$ cat src/rtl/cpu_trace_pkg.sv
// rtl/cpu_trace_pkg.sv - shared ASCII constants, enums and hex digit helper for the trace emitter
package cpu_trace_pkg;

   localparam logic [7:0] ASC_CARET  = 8'h5e;
   localparam logic [7:0] ASC_AT     = 8'h40;
   localparam logic [7:0] ASC_COLON  = 8'h3a;
   localparam logic [7:0] ASC_DOLLAR = 8'h24;
   localparam logic [7:0] ASC_STAR   = 8'h2a;
   localparam logic [7:0] ASC_LT     = 8'h3c;
   localparam logic [7:0] ASC_EQ     = 8'h3d;
   localparam logic [7:0] ASC_HASH   = 8'h23;
   localparam logic [7:0] ASC_SPACE  = 8'h20;
   localparam logic [7:0] ASC_ZERO   = 8'h30;

   localparam int TIME_MAX = 9999;
   localparam int BCD_CYCLES = 14;

   typedef enum logic {REG, MEM} kind_t;

   typedef enum logic [1:0] {IDLE, CONV, EMIT} state_t;

   typedef enum logic [3:0] {
      CARET, TIME, AT, PC, COLON, SP0, MARK, GRF_ADDR, SP1, LT, EQ, SP2, DATA, HASH
   } field_t;

   function automatic logic [7:0] hex_ascii(input logic [3:0] nibble);
      // 8'h57 + 10 = 'a'
      return (nibble < 4'd10) ? (ASC_ZERO + {4'h0, nibble}) : (8'h57 + {4'h0, nibble});
   endfunction

endpackage

$ cat src/rtl/trace_bin2bcd.sv
// rtl/trace_bin2bcd.sv - sequential double-dabble, 14-bit binary to 4 BCD digits in 14 cycles
module trace_bin2bcd
   import cpu_trace_pkg::*;
(
   input  logic        clk,
   input  logic        reset,
   input  logic        start,
   input  logic [13:0] bin,
   output logic        done,
   output logic [15:0] bcd
);

   logic [29:0] sr_q, sr_d, adj;
   logic [3:0]  cnt_q, cnt_d;

   always_comb begin
      adj = sr_q;
      for (int i = 0; i < 4; i++) begin
         if (adj[14+4*i +: 4] >= 4'd5)
            adj[14+4*i +: 4] = adj[14+4*i +: 4] + 4'd3;
      end
      sr_d  = sr_q;
      cnt_d = cnt_q;
      if (start) begin
         sr_d  = {16'h0000, bin};
         cnt_d = 4'(BCD_CYCLES);
      end else if (cnt_q != 4'd0) begin
         sr_d  = {adj[28:0], 1'b0};
         cnt_d = cnt_q - 4'd1;
      end
   end

   always_ff @(posedge clk) begin
      if (reset) begin
         sr_q  <= '0;
         cnt_q <= '0;
      end else begin
         sr_q  <= sr_d;
         cnt_q <= cnt_d;
      end
   end

   // Pulses during the final shift cycle; bcd holds the result from the next cycle on.
   assign done = (cnt_q == 4'd1);
   assign bcd  = sr_q[29:14];

endmodule

$ cat src/rtl/cpu_trace_emitter.sv
// rtl/cpu_trace_emitter.sv - serialises one write-back event into an ASCII trace line
// Optional CPU_TRACE_SPACES_EN: emit the three separator spaces.
module cpu_trace_emitter
   import cpu_trace_pkg::*;
#(
   parameter int TIME_W = 14
) (
   input  logic              clk,
   input  logic              reset,
   input  logic              req_valid,
   output logic              req_ready,
   input  logic              req_kind,
   input  logic [TIME_W-1:0] req_time,
   input  logic [31:0]       req_pc,
   input  logic [4:0]        req_grf,
   input  logic [31:0]       req_addr,
   input  logic [31:0]       req_data,
   output logic [7:0]        char_out,
   output logic              char_valid,
   input  logic              char_ready,
   output logic              frame_last
);

`ifdef CPU_TRACE_SPACES_EN
   localparam logic SPACES = 1'b1;
`else
   localparam logic SPACES = 1'b0;
`endif

   state_t      state_q, state_d;
   field_t      field_q, field_d, field_nxt;
   logic [2:0]  idx_q, idx_d, idx_last, idx_first;
   kind_t       kind_q;
   logic [31:0] pc_q, addr_q, data_q;
   logic [4:0]  grf_q;

   logic        accept, conv_done;
   logic [13:0] time_sat;
   logic [15:0] bcd;
   logic [2:0]  time_first;
   logic [1:0]  grf_tens;
   logic [3:0]  grf_ones;
   logic [7:0]  ch;

   assign accept   = req_valid && req_ready;
   assign time_sat = (req_time > TIME_W'(TIME_MAX)) ? 14'(TIME_MAX) : req_time[13:0];

   trace_bin2bcd u_bin2bcd (
      .clk   (clk),
      .reset (reset),
      .start (accept),
      .bin   (time_sat),
      .done  (conv_done),
      .bcd   (bcd)
   );

   // Leading-zero suppression: start at the first non-zero digit, always keep the units digit.
   assign time_first = (bcd[15:12] != 4'd0) ? 3'd0 :
                       (bcd[11:8]  != 4'd0) ? 3'd1 :
                       (bcd[7:4]   != 4'd0) ? 3'd2 : 3'd3;

   always_comb begin
      grf_tens = 2'd0;
      grf_ones = grf_q[3:0];
      if (grf_q >= 5'd30) begin
         grf_tens = 2'd3;
         grf_ones = 4'(grf_q - 5'd30);
      end else if (grf_q >= 5'd20) begin
         grf_tens = 2'd2;
         grf_ones = 4'(grf_q - 5'd20);
      end else if (grf_q >= 5'd10) begin
         grf_tens = 2'd1;
         grf_ones = 4'(grf_q - 5'd10);
      end
   end

   always_comb begin
      ch = 8'h00;
      case (field_q)
         CARET:    ch = ASC_CARET;
         TIME:     ch = ASC_ZERO + {4'h0, 4'(bcd >> {~idx_q[1:0], 2'b00})};
         AT:       ch = ASC_AT;
         PC:       ch = hex_ascii(4'(pc_q >> {~idx_q, 2'b00}));
         COLON:    ch = ASC_COLON;
         SP0, SP1, SP2: ch = ASC_SPACE;
         MARK:     ch = (kind_q == MEM) ? ASC_STAR : ASC_DOLLAR;
         GRF_ADDR: begin
            if (kind_q == MEM)
               ch = hex_ascii(4'(addr_q >> {~idx_q, 2'b00}));
            else if (idx_q == 3'd0)
               ch = ASC_ZERO + {6'h00, grf_tens};
            else
               ch = ASC_ZERO + {4'h0, grf_ones};
         end
         LT:       ch = ASC_LT;
         EQ:       ch = ASC_EQ;
         DATA:     ch = hex_ascii(4'(data_q >> {~idx_q, 2'b00}));
         HASH:     ch = ASC_HASH;
         default:  ch = 8'h00;
      endcase
   end

   always_comb begin
      idx_last = 3'd0;
      case (field_q)
         TIME:      idx_last = 3'd3;
         PC, DATA:  idx_last = 3'd7;
         GRF_ADDR:  idx_last = (kind_q == MEM) ? 3'd7 : 3'd1;
         default:   idx_last = 3'd0;
      endcase
      field_nxt = HASH;
      case (field_q)
         CARET:    field_nxt = TIME;
         TIME:     field_nxt = AT;
         AT:       field_nxt = PC;
         PC:       field_nxt = COLON;
         COLON:    field_nxt = SPACES ? SP0 : MARK;
         SP0:      field_nxt = MARK;
         MARK:     field_nxt = GRF_ADDR;
         GRF_ADDR: field_nxt = SPACES ? SP1 : LT;
         SP1:      field_nxt = LT;
         LT:       field_nxt = EQ;
         EQ:       field_nxt = SPACES ? SP2 : DATA;
         SP2:      field_nxt = DATA;
         default:  field_nxt = HASH;
      endcase
      idx_first = 3'd0;
      if (field_nxt == TIME)
         idx_first = time_first;
      else if (field_nxt == GRF_ADDR && kind_q == REG && grf_tens == 2'd0)
         idx_first = 3'd1;
   end

   always_comb begin
      state_d = state_q;
      field_d = field_q;
      idx_d   = idx_q;
      case (state_q)
         IDLE: if (req_valid) state_d = CONV;
         CONV: if (conv_done) begin
            state_d = EMIT;
            field_d = CARET;
            idx_d   = 3'd0;
         end
         EMIT: if (char_ready) begin
            if (field_q == HASH) begin
               state_d = IDLE;
            end else if (idx_q != idx_last) begin
               idx_d = idx_q + 3'd1;
            end else begin
               field_d = field_nxt;
               idx_d   = idx_first;
            end
         end
         default: state_d = IDLE;
      endcase
   end

   always_ff @(posedge clk) begin
      if (reset) begin
         state_q <= IDLE;
         field_q <= CARET;
         idx_q   <= 3'd0;
      end else begin
         state_q <= state_d;
         field_q <= field_d;
         idx_q   <= idx_d;
      end
   end

   always_ff @(posedge clk) begin
      if (accept) begin
         kind_q <= kind_t'(req_kind);
         pc_q   <= req_pc;
         grf_q  <= req_grf;
         addr_q <= req_addr;
         data_q <= req_data;
      end
   end

   assign req_ready  = (state_q == IDLE);
   assign char_valid = (state_q == EMIT);
   assign char_out   = char_valid ? ch : 8'h00;
   assign frame_last = char_valid && (field_q == HASH);

endmodule

$ cat config.mk
export PLATFORM = sky130hd
export DESIGN_NAME = cpu_trace_emitter
export DESIGN_NICKNAME = d
export VERILOG_FILES = /design/src/rtl/cpu_trace_pkg.sv /design/src/rtl/trace_bin2bcd.sv /design/src/rtl/cpu_trace_emitter.sv
export SDC_FILE = /design/constraint.sdc
export NUM_CORES = 1
export LEC_CHECK = 0
export CORE_MARGIN = 2
export CORE_UTILIZATION = 58
export CTS_CLUSTER_DIAMETER = 100
export DETAILED_ROUTE_END_ITERATION = 10
export HOLD_SLACK_MARGIN = 0.03
export PLACE_DENSITY_LB_ADDON = 0.1
export SETUP_SLACK_MARGIN = 0.3
export SLEW_MARGIN = 30
export SYNTH_ARGS = -nofsm -noshare
export SYNTH_HDL_FRONTEND = slang
export SYNTH_SLANG_ARGS = --single-unit
$ cat constraint.sdc
create_clock -name clk -period 8.3 [get_ports clk]
set_input_delay 1.245 -clock clk [delete_from_list [all_inputs] [get_ports clk]]
set_output_delay 1.245 -clock clk [all_outputs]
set_load 0.005 [all_outputs]
==> results_dict.tcl <==
set metrics [dict create \
    status "completed" \
    synth_seq_cells 149 \
    min_period_over_period 0.648 \
    fp-row-count 42 \
    grt_usage 0.276 \
    clockRootBuffer "clkbuf_16" \
    numCtsBuffers 17 \
    drt_wl_total_um 18600 \
    die_area_um2 14200 \
    cts_tree "done" \
    holdBufCountCts 0 \
    grt_pass1_wl_um 30400 \
    fmax_ghz 0.186 \
    hold_class "flip-flop to flip-flop" \
    synth_top_area_share 0.400 \
    nets 960 \
    path_cells "clkinv_1 > mux4_2 > a21boi_0 > xnor2_1 > a22oi_1 > a31oi_1 > clkdlybuf4s50_1" \
    cts.reportedPaths.clkPinSlew_ps 60 \
    setup_viol 0 \
    synth_nets 844 \
    dieHeight_um 119 \
    critPathTopFamily "buffers and inverters" \
    wl_per_cell_um 18.5 \
    filler_cell_count 888 \
    antenna_found_initial 0 \
    io_buffers 129 \
    first_pass_iters 5 \
    final-hold-violation-count 0 \
    drt_iter0_drc 517 \
    grt_use_met3 0.0690 \
    relSlewSlack 0.423 \
    drc 0 \
    post-cts-setup-buffers 0 \
    crit_required_ps 7050 \
    final_common_cell "clkdlybuf4s50_1" \
    tightest_slew_ps 866 \
    area_growth_pct 25.2 \
    dpl_worst_slack_ps 3370 \
    layout-drive-gt1-share 0.0976 \
    initial_core_util 0.586 \
    yosys_warnings 0 \
    core_um2 13100 \
    grt_use_met2 0.452 \
    synth.distinct_cells 64 \
    synth_edf_count 102 \
    fin_ws_ps 2930 \
    slowest_delay_ps 860 \
    slew_violations 0 \
    chipWidth_um 119 \
    path_buf_inv 2 \
    clk_path_buf_depth 2 \
    grt_pass1_vias 6058 \
    synth_area_per_cell_um2 10.9 \
    grt_max_degree 71 \
    hpwl_um 13200 \
    insertion_delay_ps 430 \
    cp_max_fo 22 \
    period_minus_slack_ps 5370 \
    slowest_stage "dfxtp_1" \
    syn_inst 701 \
    cts_resized 0 \
    finalSetupTns_ps 0 \
    grt.busiest_layer "met2" \
    antenna_left 0 \
    cp-end-kind "output pin" \
    synth_ff_type "edfxtp_1" \
    fin_worst_skew_ps 6.20 \
    antennaDiodeCount 0 \
    yosys.area.top_type "edfxtp_1" \
    gp_congestion 0.889 \
    syn_area_um2 7670 \
    cp-start-kind "flip-flop" \
    yosys-top-cells-area "edfxtp_1 (40%), dfxtp_1 (12%), mux4_2 (7.6%), nand2_1 (4.5%), a21oi_1 (4.3%)" \
    htree_levels 4 \
    synthArstFlopShare 0 \
    synth-seq-area-share 0.522 \
    worstSetupPathType "flip-flop to output pin" \
    clkSinkCount 149 \
    via_per_inst 6.04 \
    grt_setup_unrepaired "no" \
    grtUsageMet1 0.351 \
    maxCapViolations 0 \
    ios 131 \
    powerDensity_nw_per_um2 192 \
    peakVddDrop_mv 0.168 \
    vias 6074 \
    grt-ovfl-total 0 \
    arrival_ps 4130 \
    p_leak_nw 3.34 \
    final_cell_mix "clkdlybuf4s50_1 (129), edfxtp_1 (102), nand2_1 (91)" \
]
==> area by class of cell <==
class / count / area (um^2) / area share
clock buffers: 18 / 429 / 0.0447
clock inverters: 14 / 118 / 0.0122
inverters: 24 / 92.6 / 0.00964
multi-input cells: 492 / 3410 / 0.355
flip-flops and latches: 149 / 4010 / 0.418
well taps: 176 / 220 / 0.0229
repair buffers: 133 / 1320 / 0.138
==> metrics by stage <==
step	utilization	instances	total power (W)	area, um^2	hold slack [ps]
6_report	0.734	1006	0.00184	9600	463
5_1_grt	0.734	1006	0.00190	9600	482
4_1_cts	0.734	1006	0.00185	9600	468
3_5_place_dp	0.692	974	0.00113	9050	451
3_3_place_gp	0.692	974	0.00112	9050	443
2_1_floorplan	-	701	0.00102	7670	437
==> sequential cells by signal, summed over array words and instances (netlist names) <==
register and cells:
idx_q 3, u_bin2bcd.cnt_q 4, field_nxt 4, u_bin2bcd.sr_q 30
state_q 2, addr_q 32, grf_q 5, field_q 4
kind_q 1, data_q 32, pc_q 32
==> power breakdown <==
part / internal [W] / switching (W) / total (W)
Combinational: 0.000114 / 0.000119 / 0.000232
Sequential: 0.000853 / 0.0000330 / 0.000886
Clock: 0.000391 / 0.000330 / 0.000721
==> layer usage <==
layer	share of wire	routed length, um	up-vias
li1	-	-	2853
met5	0	0	-
met1	0.41	7700	2900
met4	0.032	600	0
met3	0.059	1090	52
met2	0.50	9250	269
==> cell families (layout without fill, tap and decap cells) <==
logic type	Yosys count	after routing	share of synthesized area
xor gates and xnor gates	9	9	0.0103
and+or+nand+nor	233	233	0.139
AOI/OAI and AO/OA	171	171	0.141
buffers and inverters	60	189	0.0336
muxes	55	55	0.116
DFF	149	149	0.522
adders and majority gates	23	23	0.0375
other	1	1	0.000489
==> worst paths after layout <==
check	startpoint	end	slack [ps]	depth (start not counted)
setup reg to reg	field_q[1]	field_nxt[1]	4580	10
hold reg to reg	u_bin2bcd.sr_q[13]	u_bin2bcd.sr_q[14]	460	2
hold / removal	u_bin2bcd.sr_q[13]	u_bin2bcd.sr_q[14]	460	2
setup / recovery	idx_q[2]	char_out[0]	2930	7
==> worst min-delay path: cells and delay by family (launching register included) <==
family,cells,cell delay [ps]
flops,1,310
compound gates,1,60
simple gates,1,50
==> synthesized netlist by cell type (all sizes together), types with 19 or more instances <==
| cell type | instances |
|---|---|
| nor2 | 59 |
| nand2 | 91 |
| a21oi | 66 |
| o21ai | 34 |
| mux2i | 19 |
| clkbuf | 20 |
| edfxtp | 102 |
| inv | 21 |
| dfxtp | 47 |
| mux4 | 26 |
| nor3 | 21 |
| ha | 23 |
Power figures use the tool's default switching activity.
